## config.mk

```make
export PLATFORM = sky130hd
export DESIGN_NAME = spi_axi_regbridge_flat
export DESIGN_NICKNAME = d
export VERILOG_FILES = /design/src/rtl/spi_axi_regbridge_if.sv /design/src/rtl/spi_axi_regbridge.sv /design/src/flat_wrapper.sv
export SDC_FILE = /design/constraint.sdc
export NUM_CORES = 1
export LEC_CHECK = 0
export ABC_AREA = 1
export ABC_CLOCK_PERIOD_IN_PS = 3200
export CAP_MARGIN = 0
export CELL_PAD_IN_SITES_DETAIL_PLACEMENT = 0
export CELL_PAD_IN_SITES_GLOBAL_PLACEMENT = 1
export CORE_MARGIN = 2
export CORE_UTILIZATION = 33
export DETAILED_ROUTE_END_ITERATION = 7
export HOLD_SLACK_MARGIN = 0.06
export PLACE_DENSITY_LB_ADDON = 0.1
export SLEW_MARGIN = 40
export SYNTH_ARGS = -nofsm -noshare
export SYNTH_HDL_FRONTEND = slang
export SYNTH_SLANG_ARGS = --single-unit
```

## constraint.sdc

```tcl
create_clock -name aclk -period 3.2 [get_ports aclk]
set_clock_uncertainty 0.2 [all_clocks]
set_input_delay 0.32 -clock aclk [delete_from_list [all_inputs] [get_ports aclk]]
set_output_delay 0.32 -clock aclk [all_outputs]
set_load 0.01 [all_outputs]
```

## src/rtl/spi_axi_regbridge_if.sv

```systemverilog
// AXI4 slave-side bundle for the register bridge: AW, W, B, AR and R channels.
// Every channel uses valid/ready: a beat transfers on a rising clock edge where both are high.
interface spi_axi_regbridge_if #(
  parameter int DW  = 128,
  parameter int AW  = 32,
  parameter int IDW = 6
);
  logic [IDW-1:0]  awid;
  logic [AW-1:0]   awaddr;
  logic [7:0]      awlen;
  logic [2:0]      awsize;
  logic            awvalid;
  logic            awready;
  logic [DW-1:0]   wdata;
  logic [DW/8-1:0] wstrb;
  logic            wlast;
  logic            wvalid;
  logic            wready;
  logic [IDW-1:0]  bid;
  logic [1:0]      bresp;
  logic            bvalid;
  logic            bready;
  logic [IDW-1:0]  arid;
  logic [AW-1:0]   araddr;
  logic [7:0]      arlen;
  logic [2:0]      arsize;
  logic            arvalid;
  logic            arready;
  logic [IDW-1:0]  rid;
  logic [DW-1:0]   rdata;
  logic [1:0]      rresp;
  logic            rlast;
  logic            rvalid;
  logic            rready;

  modport master (
    output awid, awaddr, awlen, awsize, awvalid, wdata, wstrb, wlast, wvalid, bready,
           arid, araddr, arlen, arsize, arvalid, rready,
    input  awready, wready, bid, bresp, bvalid, arready, rid, rdata, rresp, rlast, rvalid
  );

  modport slave (
    input  awid, awaddr, awlen, awsize, awvalid, wdata, wstrb, wlast, wvalid, bready,
           arid, araddr, arlen, arsize, arvalid, rready,
    output awready, wready, bid, bresp, bvalid, arready, rid, rdata, rresp, rlast, rvalid
  );
endinterface

```

## src/rtl/spi_axi_regbridge.sv

```systemverilog
// Single-beat AXI4 register accesses turned into one-byte-at-a-time requests
// toward NCH QSPI controller register ports, with one transaction in flight.
module spi_axi_regbridge #(
  parameter int DW      = 128,
  parameter int AW      = 32,
  parameter int IDW     = 6,
  parameter int NCH     = 2,
  parameter int WIN_LSB = 12,
  parameter logic [AW-WIN_LSB-1:0] WIN_BASE = 'h1fff0,
  localparam int LB     = $clog2(DW/8)
) (
  input  logic                aclk,
  input  logic                areset,
  spi_axi_regbridge_if.slave  bus,
  output logic [NCH-1:0]      req_vld,
  input  logic [NCH-1:0]      req_rdy,
  output logic [LB-1:0]       req_addr,
  output logic                req_read,
  output logic [7:0]          req_dat,
  input  logic [NCH-1:0]      rsp_vld,
  output logic [NCH-1:0]      rsp_rdy,
  input  logic [NCH*8-1:0]    rsp_dat,
  output logic [3:0]          dbg_state
);

  localparam int NB  = DW / 8;
  localparam int CW  = WIN_LSB - LB;
  localparam int CHW = (NCH > 1) ? $clog2(NCH) : 1;

  localparam logic [1:0] RESP_OKAY   = 2'b00;
  localparam logic [1:0] RESP_SLVERR = 2'b10;
  localparam logic [1:0] RESP_DECERR = 2'b11;

  typedef enum logic [3:0] {
    S_IDLE, S_WDRAIN, S_WREQ, S_WRSP, S_BRESP, S_RREQ, S_RRSP, S_RERR, S_RRESP
  } state_t;

  state_t          state, state_n;
  logic            ptr, ptr_n;
  logic [IDW-1:0]  id_q, id_n;
  logic [CHW-1:0]  ch_q, ch_n;
  logic [DW-1:0]   wdata_q, wdata_n;
  logic [NB-1:0]   mask_q, mask_n;
  logic [1:0]      resp_q, resp_n;
  logic [DW-1:0]   rbuf_q, rbuf_n;
  logic [LB-1:0]   lane_q, lane_n;
  logic [LB:0]     cnt_q, cnt_n;
  logic [LB:0]     nb_q, nb_n;
  logic [7:0]      beats_q, beats_n;

  logic [LB-1:0]   low_lane;
  logic [LB:0]     rd_nb, rd_nbm1;
  logic            wr_cand, rd_cand, grant_w, grant_r;
  logic            unused_bits;

  assign unused_bits = ^{bus.awsize, bus.awaddr[LB-1:0]};

  function automatic logic [CHW-1:0] ch_of(input logic [AW-1:0] a);
    logic [CW-1:0] c;
    c = a[WIN_LSB-1:LB];
    return c[CHW-1:0];
  endfunction

  function automatic logic is_mapped(input logic [AW-1:0] a);
    return (a[AW-1:WIN_LSB] == WIN_BASE) && (32'(a[WIN_LSB-1:LB]) < NCH);
  endfunction

  always_comb begin
    low_lane = '0;
    for (int i = NB - 1; i >= 0; i--)
      if (mask_q[i]) low_lane = LB'(i);
  end

  assign wr_cand = bus.awvalid && bus.wvalid;
  assign rd_cand = bus.arvalid;
  // ptr == 0 favours the write when both channels are waiting.
  assign grant_w = wr_cand && (!rd_cand || !ptr);
  assign grant_r = rd_cand && (!wr_cand || ptr);
  assign rd_nb   = (LB+1)'(1) << bus.arsize;
  assign rd_nbm1 = rd_nb - (LB+1)'(1);
  assign dbg_state = state;

  always_comb begin
    state_n = state;
    ptr_n   = ptr;
    id_n    = id_q;
    ch_n    = ch_q;
    wdata_n = wdata_q;
    mask_n  = mask_q;
    resp_n  = resp_q;
    rbuf_n  = rbuf_q;
    lane_n  = lane_q;
    cnt_n   = cnt_q;
    nb_n    = nb_q;
    beats_n = beats_q;

    bus.awready = 1'b0;
    bus.wready  = 1'b0;
    bus.bvalid  = 1'b0;
    bus.bid     = id_q;
    bus.bresp   = resp_q;
    bus.arready = 1'b0;
    bus.rvalid  = 1'b0;
    bus.rid     = id_q;
    bus.rdata   = '0;
    bus.rresp   = resp_q;
    bus.rlast   = 1'b0;
    req_vld     = '0;
    req_addr    = lane_q;
    req_read    = 1'b0;
    req_dat     = '0;
    rsp_rdy     = '0;

    unique case (state)
      S_IDLE: begin
        if (wr_cand && rd_cand) ptr_n = !ptr;
        if (grant_w) begin
          bus.awready = 1'b1;
          bus.wready  = (bus.awlen == 8'd0);
          id_n    = bus.awid;
          ch_n    = ch_of(bus.awaddr);
          wdata_n = bus.wdata;
          mask_n  = bus.wstrb;
          resp_n  = RESP_OKAY;
          // Bursts are drained before answering; the decode error wins over the burst error.
          if (bus.awlen != 8'd0) begin
            resp_n  = is_mapped(bus.awaddr) ? RESP_SLVERR : RESP_DECERR;
            state_n = S_WDRAIN;
          end else if (!is_mapped(bus.awaddr)) begin
            resp_n  = RESP_DECERR;
            state_n = S_BRESP;
          end else if (bus.wstrb == '0) begin
            state_n = S_BRESP;
          end else begin
            state_n = S_WREQ;
          end
        end else if (grant_r) begin
          bus.arready = 1'b1;
          id_n    = bus.arid;
          ch_n    = ch_of(bus.araddr);
          beats_n = bus.arlen;
          nb_n    = rd_nb;
          lane_n  = bus.araddr[LB-1:0] & ~rd_nbm1[LB-1:0];
          cnt_n   = '0;
          rbuf_n  = '0;
          resp_n  = RESP_OKAY;
          if (!is_mapped(bus.araddr)) begin
            resp_n  = RESP_DECERR;
            state_n = S_RERR;
          end else if (bus.arlen != 8'd0 || 32'(bus.arsize) > LB) begin
            resp_n  = RESP_SLVERR;
            state_n = S_RERR;
          end else begin
            state_n = S_RREQ;
          end
        end
      end
      S_WDRAIN: begin
        bus.wready = 1'b1;
        if (bus.wvalid && bus.wlast) state_n = S_BRESP;
      end
      S_WREQ: begin
        req_vld[ch_q] = 1'b1;
        req_addr      = low_lane;
        req_dat       = wdata_q[{low_lane, 3'b000} +: 8];
        if (req_rdy[ch_q]) begin
          lane_n  = low_lane;
          state_n = S_WRSP;
        end
      end
      S_WRSP: begin
        rsp_rdy[ch_q] = 1'b1;
        if (rsp_vld[ch_q]) begin
          mask_n  = mask_q & ~(NB'(1) << lane_q);
          state_n = (mask_n == '0) ? S_BRESP : S_WREQ;
        end
      end
      S_BRESP: begin
        bus.bvalid = 1'b1;
        if (bus.bready) state_n = S_IDLE;
      end
      S_RREQ: begin
        req_vld[ch_q] = 1'b1;
        req_read      = 1'b1;
        if (req_rdy[ch_q]) state_n = S_RRSP;
      end
      S_RRSP: begin
        rsp_rdy[ch_q] = 1'b1;
        if (rsp_vld[ch_q]) begin
          rbuf_n[{lane_q, 3'b000} +: 8] = rsp_dat[{ch_q, 3'b000} +: 8];
          cnt_n = cnt_q + (LB+1)'(1);
          if (cnt_n == nb_q) begin
            state_n = S_RRESP;
          end else begin
            lane_n  = lane_q + LB'(1);
            state_n = S_RREQ;
          end
        end
      end
      S_RERR: begin
        bus.rvalid = 1'b1;
        bus.rlast  = (beats_q == 8'd0);
        if (bus.rready) begin
          if (beats_q == 8'd0) state_n = S_IDLE;
          else beats_n = beats_q - 8'd1;
        end
      end
      S_RRESP: begin
        bus.rvalid = 1'b1;
        bus.rlast  = 1'b1;
        bus.rdata  = rbuf_q;
        if (bus.rready) state_n = S_IDLE;
      end
      default: state_n = S_IDLE;
    endcase
  end

  always_ff @(posedge aclk) begin
    if (areset) begin
      state   <= S_IDLE;
      ptr     <= 1'b0;
      id_q    <= '0;
      ch_q    <= '0;
      wdata_q <= '0;
      mask_q  <= '0;
      resp_q  <= '0;
      rbuf_q  <= '0;
      lane_q  <= '0;
      cnt_q   <= '0;
      nb_q    <= '0;
      beats_q <= '0;
    end else begin
      state   <= state_n;
      ptr     <= ptr_n;
      id_q    <= id_n;
      ch_q    <= ch_n;
      wdata_q <= wdata_n;
      mask_q  <= mask_n;
      resp_q  <= resp_n;
      rbuf_q  <= rbuf_n;
      lane_q  <= lane_n;
      cnt_q   <= cnt_n;
      nb_q    <= nb_n;
      beats_q <= beats_n;
    end
  end

endmodule

```

## src/flat_wrapper.sv

```systemverilog
// flat-port wrapper written by rule: the top's interface ports become plain ports
module spi_axi_regbridge_flat 
#(
  parameter int DW      = 128,
  parameter int AW      = 32,
  parameter int IDW     = 6,
  parameter int NCH     = 2,
  parameter int WIN_LSB = 12,
  parameter logic [AW-WIN_LSB-1:0] WIN_BASE = 'h1fff0,
  localparam int LB     = $clog2(DW/8)
)
  (aclk, areset, req_vld, req_rdy, req_addr, req_read, req_dat, rsp_vld, rsp_rdy, rsp_dat, dbg_state, bus_awid, bus_awaddr, bus_awlen, bus_awsize, bus_awvalid, bus_wdata, bus_wstrb, bus_wlast, bus_wvalid, bus_bready, bus_arid, bus_araddr, bus_arlen, bus_arsize, bus_arvalid, bus_rready, bus_awready, bus_wready, bus_bid, bus_bresp, bus_bvalid, bus_arready, bus_rid, bus_rdata, bus_rresp, bus_rlast, bus_rvalid);
  spi_axi_regbridge_if #(.DW(DW), .AW(AW), .IDW(IDW)) bus_i ();
  input  logic aclk;
  input  logic areset;
  output logic [NCH-1:0] req_vld;
  input  logic [NCH-1:0] req_rdy;
  output logic [LB-1:0] req_addr;
  output logic req_read;
  output logic [7:0] req_dat;
  input  logic [NCH-1:0] rsp_vld;
  output logic [NCH-1:0] rsp_rdy;
  input  logic [NCH*8-1:0] rsp_dat;
  output logic [3:0] dbg_state;
  input wire logic [$bits(bus_i.awid)-1:0] bus_awid;
  input wire logic [$bits(bus_i.awaddr)-1:0] bus_awaddr;
  input wire logic [$bits(bus_i.awlen)-1:0] bus_awlen;
  input wire logic [$bits(bus_i.awsize)-1:0] bus_awsize;
  input wire logic [$bits(bus_i.awvalid)-1:0] bus_awvalid;
  input wire logic [$bits(bus_i.wdata)-1:0] bus_wdata;
  input wire logic [$bits(bus_i.wstrb)-1:0] bus_wstrb;
  input wire logic [$bits(bus_i.wlast)-1:0] bus_wlast;
  input wire logic [$bits(bus_i.wvalid)-1:0] bus_wvalid;
  input wire logic [$bits(bus_i.bready)-1:0] bus_bready;
  input wire logic [$bits(bus_i.arid)-1:0] bus_arid;
  input wire logic [$bits(bus_i.araddr)-1:0] bus_araddr;
  input wire logic [$bits(bus_i.arlen)-1:0] bus_arlen;
  input wire logic [$bits(bus_i.arsize)-1:0] bus_arsize;
  input wire logic [$bits(bus_i.arvalid)-1:0] bus_arvalid;
  input wire logic [$bits(bus_i.rready)-1:0] bus_rready;
  output wire logic [$bits(bus_i.awready)-1:0] bus_awready;
  output wire logic [$bits(bus_i.wready)-1:0] bus_wready;
  output wire logic [$bits(bus_i.bid)-1:0] bus_bid;
  output wire logic [$bits(bus_i.bresp)-1:0] bus_bresp;
  output wire logic [$bits(bus_i.bvalid)-1:0] bus_bvalid;
  output wire logic [$bits(bus_i.arready)-1:0] bus_arready;
  output wire logic [$bits(bus_i.rid)-1:0] bus_rid;
  output wire logic [$bits(bus_i.rdata)-1:0] bus_rdata;
  output wire logic [$bits(bus_i.rresp)-1:0] bus_rresp;
  output wire logic [$bits(bus_i.rlast)-1:0] bus_rlast;
  output wire logic [$bits(bus_i.rvalid)-1:0] bus_rvalid;
  assign bus_i.awid = bus_awid;
  assign bus_i.awaddr = bus_awaddr;
  assign bus_i.awlen = bus_awlen;
  assign bus_i.awsize = bus_awsize;
  assign bus_i.awvalid = bus_awvalid;
  assign bus_i.wdata = bus_wdata;
  assign bus_i.wstrb = bus_wstrb;
  assign bus_i.wlast = bus_wlast;
  assign bus_i.wvalid = bus_wvalid;
  assign bus_i.bready = bus_bready;
  assign bus_i.arid = bus_arid;
  assign bus_i.araddr = bus_araddr;
  assign bus_i.arlen = bus_arlen;
  assign bus_i.arsize = bus_arsize;
  assign bus_i.arvalid = bus_arvalid;
  assign bus_i.rready = bus_rready;
  assign bus_awready = bus_i.awready;
  assign bus_wready = bus_i.wready;
  assign bus_bid = bus_i.bid;
  assign bus_bresp = bus_i.bresp;
  assign bus_bvalid = bus_i.bvalid;
  assign bus_arready = bus_i.arready;
  assign bus_rid = bus_i.rid;
  assign bus_rdata = bus_i.rdata;
  assign bus_rresp = bus_i.rresp;
  assign bus_rlast = bus_i.rlast;
  assign bus_rvalid = bus_i.rvalid;
  spi_axi_regbridge #(.DW(DW), .AW(AW), .IDW(IDW), .NCH(NCH), .WIN_LSB(WIN_LSB), .WIN_BASE(WIN_BASE)) u_core (.aclk(aclk), .areset(areset), .bus(bus_i), .req_vld(req_vld), .req_rdy(req_rdy), .req_addr(req_addr), .req_read(req_read), .req_dat(req_dat), .rsp_vld(rsp_vld), .rsp_rdy(rsp_rdy), .rsp_dat(rsp_dat), .dbg_state(dbg_state));
endmodule
```

# Word-level counts from Yosys, hierarchy flattened
# Index checks and enable logic that the tools add are counted.
[word_totals]
input_bits = 270
register_bits = 308
elab_cells = 188
output_inout_bits = 171
[classes]
bitwise = 5
mux = 91
eq_ne = 26
n_lt_le_gt_ge = 5
addsub = 5
shifts = 6
n_reduce_logical = 38
[ops]
columns = ["cell", "count"]
rows = [
  ["$mux W128", 4],
  ["$pmux W128 S2", 1],
  ["$mux W4", 37],
  ["$bwmux W128", 1],
  ["$shift A8 B9 Y128 const A", 1],
  ["$shiftx A128 B8 Y8", 1],
  ["$shiftx A8 B9 Y128", 1],
  ["$eq A20 B17 Y1 const B", 2],
  ["$mux W8", 5],
  ["$pmux W4 S9", 1],
  ["$logic_not A16 Y1", 2],
  ["$mux W16", 2],
  ["$pmux W16 S2", 1],
  ["$mux W2", 9],
  ["$mux W1", 17],
  ["$and A16 B16 Y16", 1],
  ["$eq A4 B3 Y1 const B", 4],
  ["$logic_not A8 Y1", 2],
  ["$lt A8 B2 Y1 const B", 2],
  ["$ne A2 B1 Y1 const B", 8],
  ["$not A16 Y16", 1],
  ["$pmux W8 S2", 1],
  ["$reduce_bool A8 Y1", 2],
  ["$shiftx A16 B5 Y8", 1],
  ["other kinds (39)", 69],
]

# Logic depth before layout (Yosys ltp)
# Gate-level depths: netlist of run 1.
[depth]
word_depth = 18
depth_mapped = 23
ltp_nobuf = 22

# Least setup slack after synthesis of run 1
# Ideal clock, no wire load.
[synth_timing]
path_kind = "reg-to-reg"
start = "register u_core.lane_q[0]"
end = "register u_core.rbuf_q[32]"
setup_time_ns = 0.132
required_time_ns = 2.868
arrival_ns = 2.379
path_buffers = 1
setup_slack_ns = 0.489
period_less_slack_ns = 2.711
path_stages_with_launch = 12
cell_sequence = "dfxtp_1 inv_1 clkbuf_1 ha_1 ha_1 inv_1 nor2_1 clkinv_1 nor3_2 o21ai_2 nand2_1 a21oi_1"
[synth_via]
elab_chain_cells = 5
word_cells_on_any_way = 6
[synth_rtl]
columns = ["item", "line", "text"]
rows = [
  ["from (decl)", "spi_axi_regbridge.sv:46", "logic [LB-1:0] lane_q, lane_n;"],
  ["from (signal assigned)", "spi_axi_regbridge.sv:241", "lane_q <= lane_n;"],
  ["$neg A7 Y9 *", "spi_axi_regbridge.sv:190", "rbuf_n[{lane_q, 3'b000} +: 8] = rsp_dat[{ch_q, 3'b000} +: 8];"],
  ["$shiftx A8 B9 Y128 or $shift A8 B9 Y128 (tied branches)", "spi_axi_regbridge.sv:190", ""],
  ["$bwmux W128 *", "spi_axi_regbridge.sv:190", ""],
  ["$mux W128 *", "spi_axi_regbridge.sv:189", "if (rsp_vld[ch_q]) begin"],
  ["$pmux W128 S2 *", "spi_axi_regbridge.sv:114", "unique case (state)"],
  ["to (signal assigned)", "spi_axi_regbridge.sv:240", "rbuf_q <= rbuf_n;"],
  ["to (decl)", "spi_axi_regbridge.sv:45", "logic [DW-1:0] rbuf_q, rbuf_n;"],
]
# Mark *: on every way between the ends. The rest lies on a longest branch, timed or not. The select of a mux whose other input is x is not followed.
# A chain may end at the register's enable or synchronous reset.

# Final worst setup path of run 1
[layout_timing]
start = "register u_core.mask_q[14]"
end = "output port req_dat[4]"
[layout_via]
elab_chain_cells = 17
[layout_rtl]
columns = ["item", "line", "text"]
rows = [
  ["from (decl)", "spi_axi_regbridge.sv:43", "logic [NB-1:0] mask_q, mask_n;"],
  ["from (signal assigned)", "spi_axi_regbridge.sv:238", "mask_q <= mask_n;"],
  ["$mux W4 (15 in series)", "spi_axi_regbridge.sv:71", "if (mask_q[i]) low_lane = LB'(i);"],
  ["$shiftx A128 B8 Y8", "spi_axi_regbridge.sv:165", "req_dat = wdata_q[{low_lane, 3'b000} +: 8];"],
  ["$mux W8", "spi_axi_regbridge.sv:114", ""],
  ["to (decl)", "flat_wrapper.sv:20", "output logic [7:0] req_dat;"],
]
# Every way passes these cells.

==> results of run 1 <==
[power by group]
group          switching, uW  internal [uW]  total (uW)
logic                   5700           4070        9770
registers                367           4360        4730
clock network           1710           2570        4280
total                   7770          11000       18800
[logic make-up (layout without fill, tap and decap cells)]
| family | after synthesis | after routing |
|---|---|---|
| simple gates | 1273 | 1273 |
| compound gates | 410 | 410 |
| buf+inv | 383 | 836 |
| flops | 308 | 308 |
| mux | 1 | 1 |
| xor+xnor | 6 | 6 |
| fa+ha+maj | 12 | 12 |
[state kept, by name, indices dropped and copies added (netlist names)]
register,flops
u_core.wdata_q,128
u_core.dbg_state,4
u_core.lane_q,4
u_core.ptr,1
u_core.nb_q,5
u_core.beats_q,8
u_core.bus.bid,6
u_core.bus.bresp,2
u_core.rbuf_q,128
u_core.mask_q,16
u_core.ch_q,1
u_core.cnt_q,5
[how the worst max path moves through the flow]
| stage | start | end | slack [ns] | cells after the start |
|---|---|---|---|---|
| floorplan | u_core.lane_q[0] | u_core.rbuf_q[32] | 0.49 | 11 |
| global placement | u_core.mask_q[15] | req_dat[0] | 0.03 | 12 |
| detailed placement | u_core.mask_q[15] | req_dat[2] | 0.03 | 12 |
| CTS | u_core.mask_q[14] | req_dat[3] | -0.06 | 25 |
| global route | u_core.mask_q[14] | req_dat[4] | -0.25 | 25 |
| finish | u_core.mask_q[14] | req_dat[4] | -0.07 | 24 |
[what timing repair did]
action	CTS	global route
endpoints found under the setup margin	19	44
pin swaps	22	55
buffers inserted	10	7
gates resized for setup	83	116
gates cloned	8	6
[metrics by stage]
stage / worst slack [ns] / area [um^2]
2_1_floorplan: 0.489 / 15500
3_3_place_gp: 0.0255 / 20700
3_5_place_dp: 0.0331 / 20700
4_1_cts: -0.0601 / 22300
5_1_grt: -0.246 / 23000
6_report: -0.0669 / 23000
[worst reg2reg max path, delay by kind of cell, from the launching register on]
kind            cells  cell delay, ns
flops               1            0.47
compound gates      2            0.42
buf+inv             3            0.51
simple gates        3            0.57
fa+ha+maj           2            0.64
[per-layer routing]
metal / wire [um] / vias up / track usage [%]
li1: - / 8567 / -
met1: 28400 / 8053 / 32.6
met2: 29200 / 599 / 41.0
met3: 3920 / 71 / 4.77
met4: 1190 / 2 / 5.48
met5: 11 / - / 0
[final cells by class]
type                       count  area [um^2]  share of cell area (%)
timing repair buffer         522         5520                    24.0
multi-input combinational   1702         8380                    36.4
inverter                     248          952                    4.14
clock inverter                11          119                   0.517
sequential                   308         6170                    26.8
clock buffer                  55         1110                    4.85
tap                          607          759                    3.30
[cell usage in the layout (no fill, tap or decap), types with 8 or more instances in the layout]
master and count:
dfxtp_1 305, nor2_1 482, inv_2 20, a211oi_1 23
buf_12 20, nand2_2 48, clkbuf_16 43, clkinv_2 8
nand3_2 63, clkbuf_8 10, ha_1 12, nand2_1 446
buf_16 8, buf_4 53, o22ai_1 11, o21ai_0 176
nor3_2 14, a21oi_1 157, nor3_1 14, o21ai_2 9
inv_1 219, nor4_1 20, a31oi_1 16, buf_6 12
nand4_1 19, nand3_1 127, clkdlybuf4s50_1 421
==> results.md, run 1 <==
* Final Critical Period at 3.27 ns
* Peak Freq at 306 MHz
* Gr ovfl total at 0
* Yosys cell types at 47
* CTS tree: done
* RSZ-0062 raised after global routing: true
* Post-route worst setup slack at -0.0669 ns
* R2r startpoint: u_core.lane_q[1]
* Core footprint at 46,500 um^2
* Synth Warn # at 0
* Hold Crit Class: input pin to flip-flop
* Post-Syn Nets at 2,675
* Slowest stage cell, crit path: dfxtp_2
* FF-to-FF End: u_core.rbuf_q[105]
* Worst-path clk slew at 0.06 ns
* CP arrival at 2.75 ns
* IO Port Bufs at 433
* Critical Path RT at 2.68 ns
* Hold Vio Cnt, Final at 0
* WHS Endpoint: u_core.wdata_q[107]
* Slew Viols, Final at 0
* Setup CP Type: flip-flop to output pin
* Yosys top cell by area: dfxtp_1
* Post-Synth Simple-Gate Area at 34.8%
* Gate Count Post-Synth at 2,393
* Pin count of the biggest net entering global routing at 157
* DR pass1 iterations at 5
* Finished Layout Cells at 3,453
* Dpl hpwl at 45,100 um
* Worst-margin pin slew at 0.779 ns
* Die W at 221 um
* DRT antenna net count at 0
* Delay-heaviest family, CP: simple AND/OR/NAND/NOR gates
* Status: finished with violations
* Max IR drop VDD at 0.000599 V
* DR vias/cell at 5.01
* Critical path startpoint category: flip-flop
* First-pass GRT wire length at 95,500 um
* Register area share after synthesis at 39.7%
* Top-area cell type share of the netlist area at 39.7%
* Critical path's most frequent cell: nand2_1
* Top Ports at 441
* Setup TNS Final at -0.187 ns
* Syn Std Cell Area at 15,500 um^2
* Critical path buffers and inverters at 4
* Routed WL at 62,700 um
* Post-Syn Area per Cell at 6.48 um^2
* Area Growth Syn to Fin at 48.3%
* Critical path's largest stage delay at 0.32 ns
* Depth of the CTS H-tree at 2
* Routability cong. at 0.899
* ANT cells at 0
* Total clock sinks at 308
* CTS Buffer Depth at 3
* Seq cells post-synth at 308
* Starting Density at 33.4%
* Power Total at 18,800 uW
* Failing checks: negative setup slack
* Worst Path Max Fanout at 6
* Fill count at 4,784
* Cts hold-fix bufs at 0
* Top cells by count, synth: nand2_1, nor2_1, dfxtp_1
* Hold slack at 0.149 ns
* Placed insts at 3,359
* Die area at 48,800 um^2
* Max_slew headroom at 48.0%
* Power per cell area at 816 nW/um^2
* WHS Path Cells at 3
* Initial antenna violation count at 1
* Largest family of logic cells by synthesized area: simple AND/OR/NAND/NOR gates
* Clock latency on the worst-skew pair at 0.55 ns
* Crit share post-route at 102%
* Min-delay src: bus_wdata[107]
* NumNets Final at 3,101
* Number of flops mapped to enable cells by yosys at 0
* Layout cells sized above 1 at 12.4%
* Top FF cell, synth: dfxtp_1
* FFs w/ async S/R, synth at 0%
* Synth top area cells: dfxtp_1, nand2_1, nor2_1
* LEAKAGE at 0.00862 uW
* Most frequent cell after synthesis: nand2_1
* Total track usage at 24.5%
* Average wire per standard cell at 18.2 um
* Inserted Clock Buffers at 37
* Clk root buf: clkbuf_16
* Multiplexer share of the synthesized area at 0.0645%
* CP Cell Sequence: inv_2 -> nand2_2 -> nand2_1 -> nand2_1 -> nand2_1 -> nand2_1 -> nand2_1 -> nand2_1 -> nand2_1 -> nand2_1 -> nand2_1 -> nand2_1 -> nand2_1 -> nand2_2 -> nand2_4 -> buf_12 -> clkbuf_16 -> nand3_1 -> nand3_1 -> nand3_2 -> nand2_1 -> nand2_1 -> nand2_2 -> buf_6
* Vias after detailed routing at 17,300
* R2R setup slack at 0.24 ns
* Post-Synth Adder-Cell Area at 0.968%
* Complex-gate fraction of the synthesized area at 14.3%
* Xor/xnor share of the synthesized area at 0.339%
* Final Util at 49.5%
* DRC violation count after routing at 0
* Endpoint class of the critical path: output pin
* Setup-failing EPs final at 8
* Max-Cap Viols at 0
* Drt initial violations at 1,285
* Num rows at 79
* Number of global-route vias before repair at 16,800
* Die H at 221 um
* R2r worst-path depth at 10
(Power assumes the default switching activity.)
==> run 2, diff against run 1 <==
Settings changed: PLACE_DENSITY set to 0.88, PLACE_DENSITY_LB_ADDON 0.1 to not set.
==> results.md, run 2 (synthesis gave the netlist of run 1 again) <==
* Hold Crit Class: input pin to flip-flop
* RSZ-0062 raised after global routing: true
* Power per cell area at 781 nW/um^2
* DR pass1 iterations at 5
* Register Area at 6170 um^2
* Critical Path RT at 2.68 ns
* P_sw at 7200 uW
* Logic gate share of total power at 48.0%
* Peak Freq at 301 MHz
* Post-route cell area at 22,400 um^2
* Slowest stage cell, crit path: clkdlybuf4s50_1
* Core footprint at 46,500 um^2
* Clock latency on the worst-skew pair at 0.55 ns
* DR vias/cell at 5.07
* Met3 global-route usage at 4.37%
* LEAKAGE at 0.00842 uW
* Failing checks: negative setup slack
* Die H at 221 um
* Regs by FF count: u_core.rbuf_q x128, u_core.wdata_q x128, u_core.mask_q x16
* Routed WL at 60,000 um
* CTS tree: done
* Slew Viols, Final at 0
* IO Port Bufs at 433
* Critical path startpoint category: flip-flop
* Depth of the CTS H-tree at 2
* Area Growth Syn to Fin at 44.3%
* CP Cell Sequence: nor4_1 -> buf_4 -> inv_1 -> a21oi_2 -> buf_6 -> nand2_1 -> o21ai_0 -> clkdlybuf4s50_1
* Worst-path clk slew at 0.06 ns
* Status: finished with violations
* Int Power at 10,300 uW
* Gr busiest metal: met2
* Routability cong. at 0.882
* DRT antenna net count at 0
* Crit share post-route at 104%
* CP arrival at 2.81 ns
* Final Critical Period at 3.33 ns
* Setup-failing EPs final at 7
* Clock Power Share at 24.9%
* Worst-margin pin slew at 0.727 ns
* Critical path buffers and inverters at 4
* NumNets Final at 3,074
* Fill count at 4,707
* DRC violation count after routing at 0
* Final Util at 48.2%
* Flop pwr share at 27.1%
* CTS Buffer Depth at 3
* Pre-CTS setup slack at 0.00940 ns
* Cts hold-fix bufs at 0
* Hold Vio Cnt, Final at 0
* Num rows at 79
* Max_slew headroom at 51.5%
* Dpl hpwl at 43,400 um
* Worst Path Max Fanout at 17
* Total track usage at 23.6%
* Endpoint class of the critical path: output pin
* Max-Cap Viols at 0
* Met2 Use GR at 40.5%
* Average wire per standard cell at 17.5 um
* Sw Share at 41.1%
* Die W at 221 um
* Hold slack at 0.154 ns
* Critical path's largest stage delay at 0.64 ns
* Met1 global-route usage at 29.6%
* Max IR drop VDD at 0.000441 V
* Power Total at 17,500 uW
* Setup CP Type: flip-flop to output pin
* Commonest non-fill, non-tap cells in the layout: nor2_1, nand2_1, clkdlybuf4s50_1, dfxtp_1, inv_1
* Vias after detailed routing at 17,400
* Clk root buf: clkbuf_16
* First-pass GRT wire length at 92,800 um
* Layout cells sized above 1 at 9.76%
* Delay-heaviest family, CP: buffers and inverters
* Inserted Clock Buffers at 37
* Pin count of the biggest net entering global routing at 157
* Post-route worst setup slack at -0.126 ns
* ANT cells at 0
* Total clock sinks at 308
* Top Ports at 441
* Multi-input logic area at 8200 um^2
* Number of global-route vias before repair at 16,900
* Die area at 48,800 um^2
* Starting Density at 33.4%
* DP Area at 20,500 um^2
* Gr ovfl total at 0
* Drt initial violations at 1,423
* Initial antenna violation count at 0
* Commonest non-fill, non-tap cell in the layout: nor2_1
## run 2: changes by cell type in the layout (fill, tap and decap cells not counted), moves of 3 or more
cell,previous run,this run
nand3_1,127,158
nand3_2,63,32
nand2_2,48,23
nand2_1,446,468
buf_4,53,41
buf_12,20,11
buf_16,8,3
buf_6,12,7
dlymetal6s2s_1,0,5
clkbuf_16,43,39
clkdlybuf4s50_1,421,417
buf_2,1,4
## run 2: worst paths after layout
path                       start                  end  slack [ns]  cells after the start
max reg2reg  u_core.dbg_state[3]   u_core.rbuf_q[103]        0.24                     10
min reg2reg    u_core.rbuf_q[28]    u_core.rbuf_q[28]        0.26                      2
min               bus_wdata[114]  u_core.wdata_q[114]        0.15                      3
max             u_core.mask_q[0]          req_addr[2]       -0.13                      8
## run 2: cell type report
class                      count  share of cell area, %
multi-input combinational   1702                   36.6
sequential                   308                   27.5
timing repair buffer         494                   22.5
clock buffer                  53                   4.94
inverter                     248                   4.22
tap                          607                   3.39
clock inverter                13                  0.710
timing repair inverter         1                 0.0279
## run 2: metrics by stage
stage | cells | TNS (ns)
2_1_floorplan | 2393 | 0
3_3_place_gp | 3344 | 0
3_5_place_dp | 3344 | 0
4_1_cts | 3422 | -0.703
5_1_grt | 3426 | -2.06
6_report | 3426 | -0.317
## run 2: worst min-delay path: stages
cell and delay (ns):
clkdlybuf4s50_1 0.39, nor2_1 0.10, nor2_1 0.05
## run 2: routing by layer
metal | part of all wire (%) | up-vias
met3 | 7.1 | 96
met5 | 0 | -
met2 | 48 | 671
met1 | 42 | 8089
met4 | 2.8 | 0
li1 | - | 8497
## run 2: power by group through the flow
stage	sequential [uW]	combinational (uW)	clock, uW
5_1_grt	4790	9060	4570
4_1_cts	4720	7970	4430
6_report	4740	8390	4360
2_1_floorplan	4700	4240	0
3_5_place_dp	4780	6830	0
3_3_place_gp	4760	6810	0
## run 2: what timing repair did
action	CTS	global route
buffers inserted	6	4
resized for setup	99	49
pin swaps	26	23
cloned	6	1
endpoints found under the hold margin	0	0
endpoints found under the setup margin	128	42
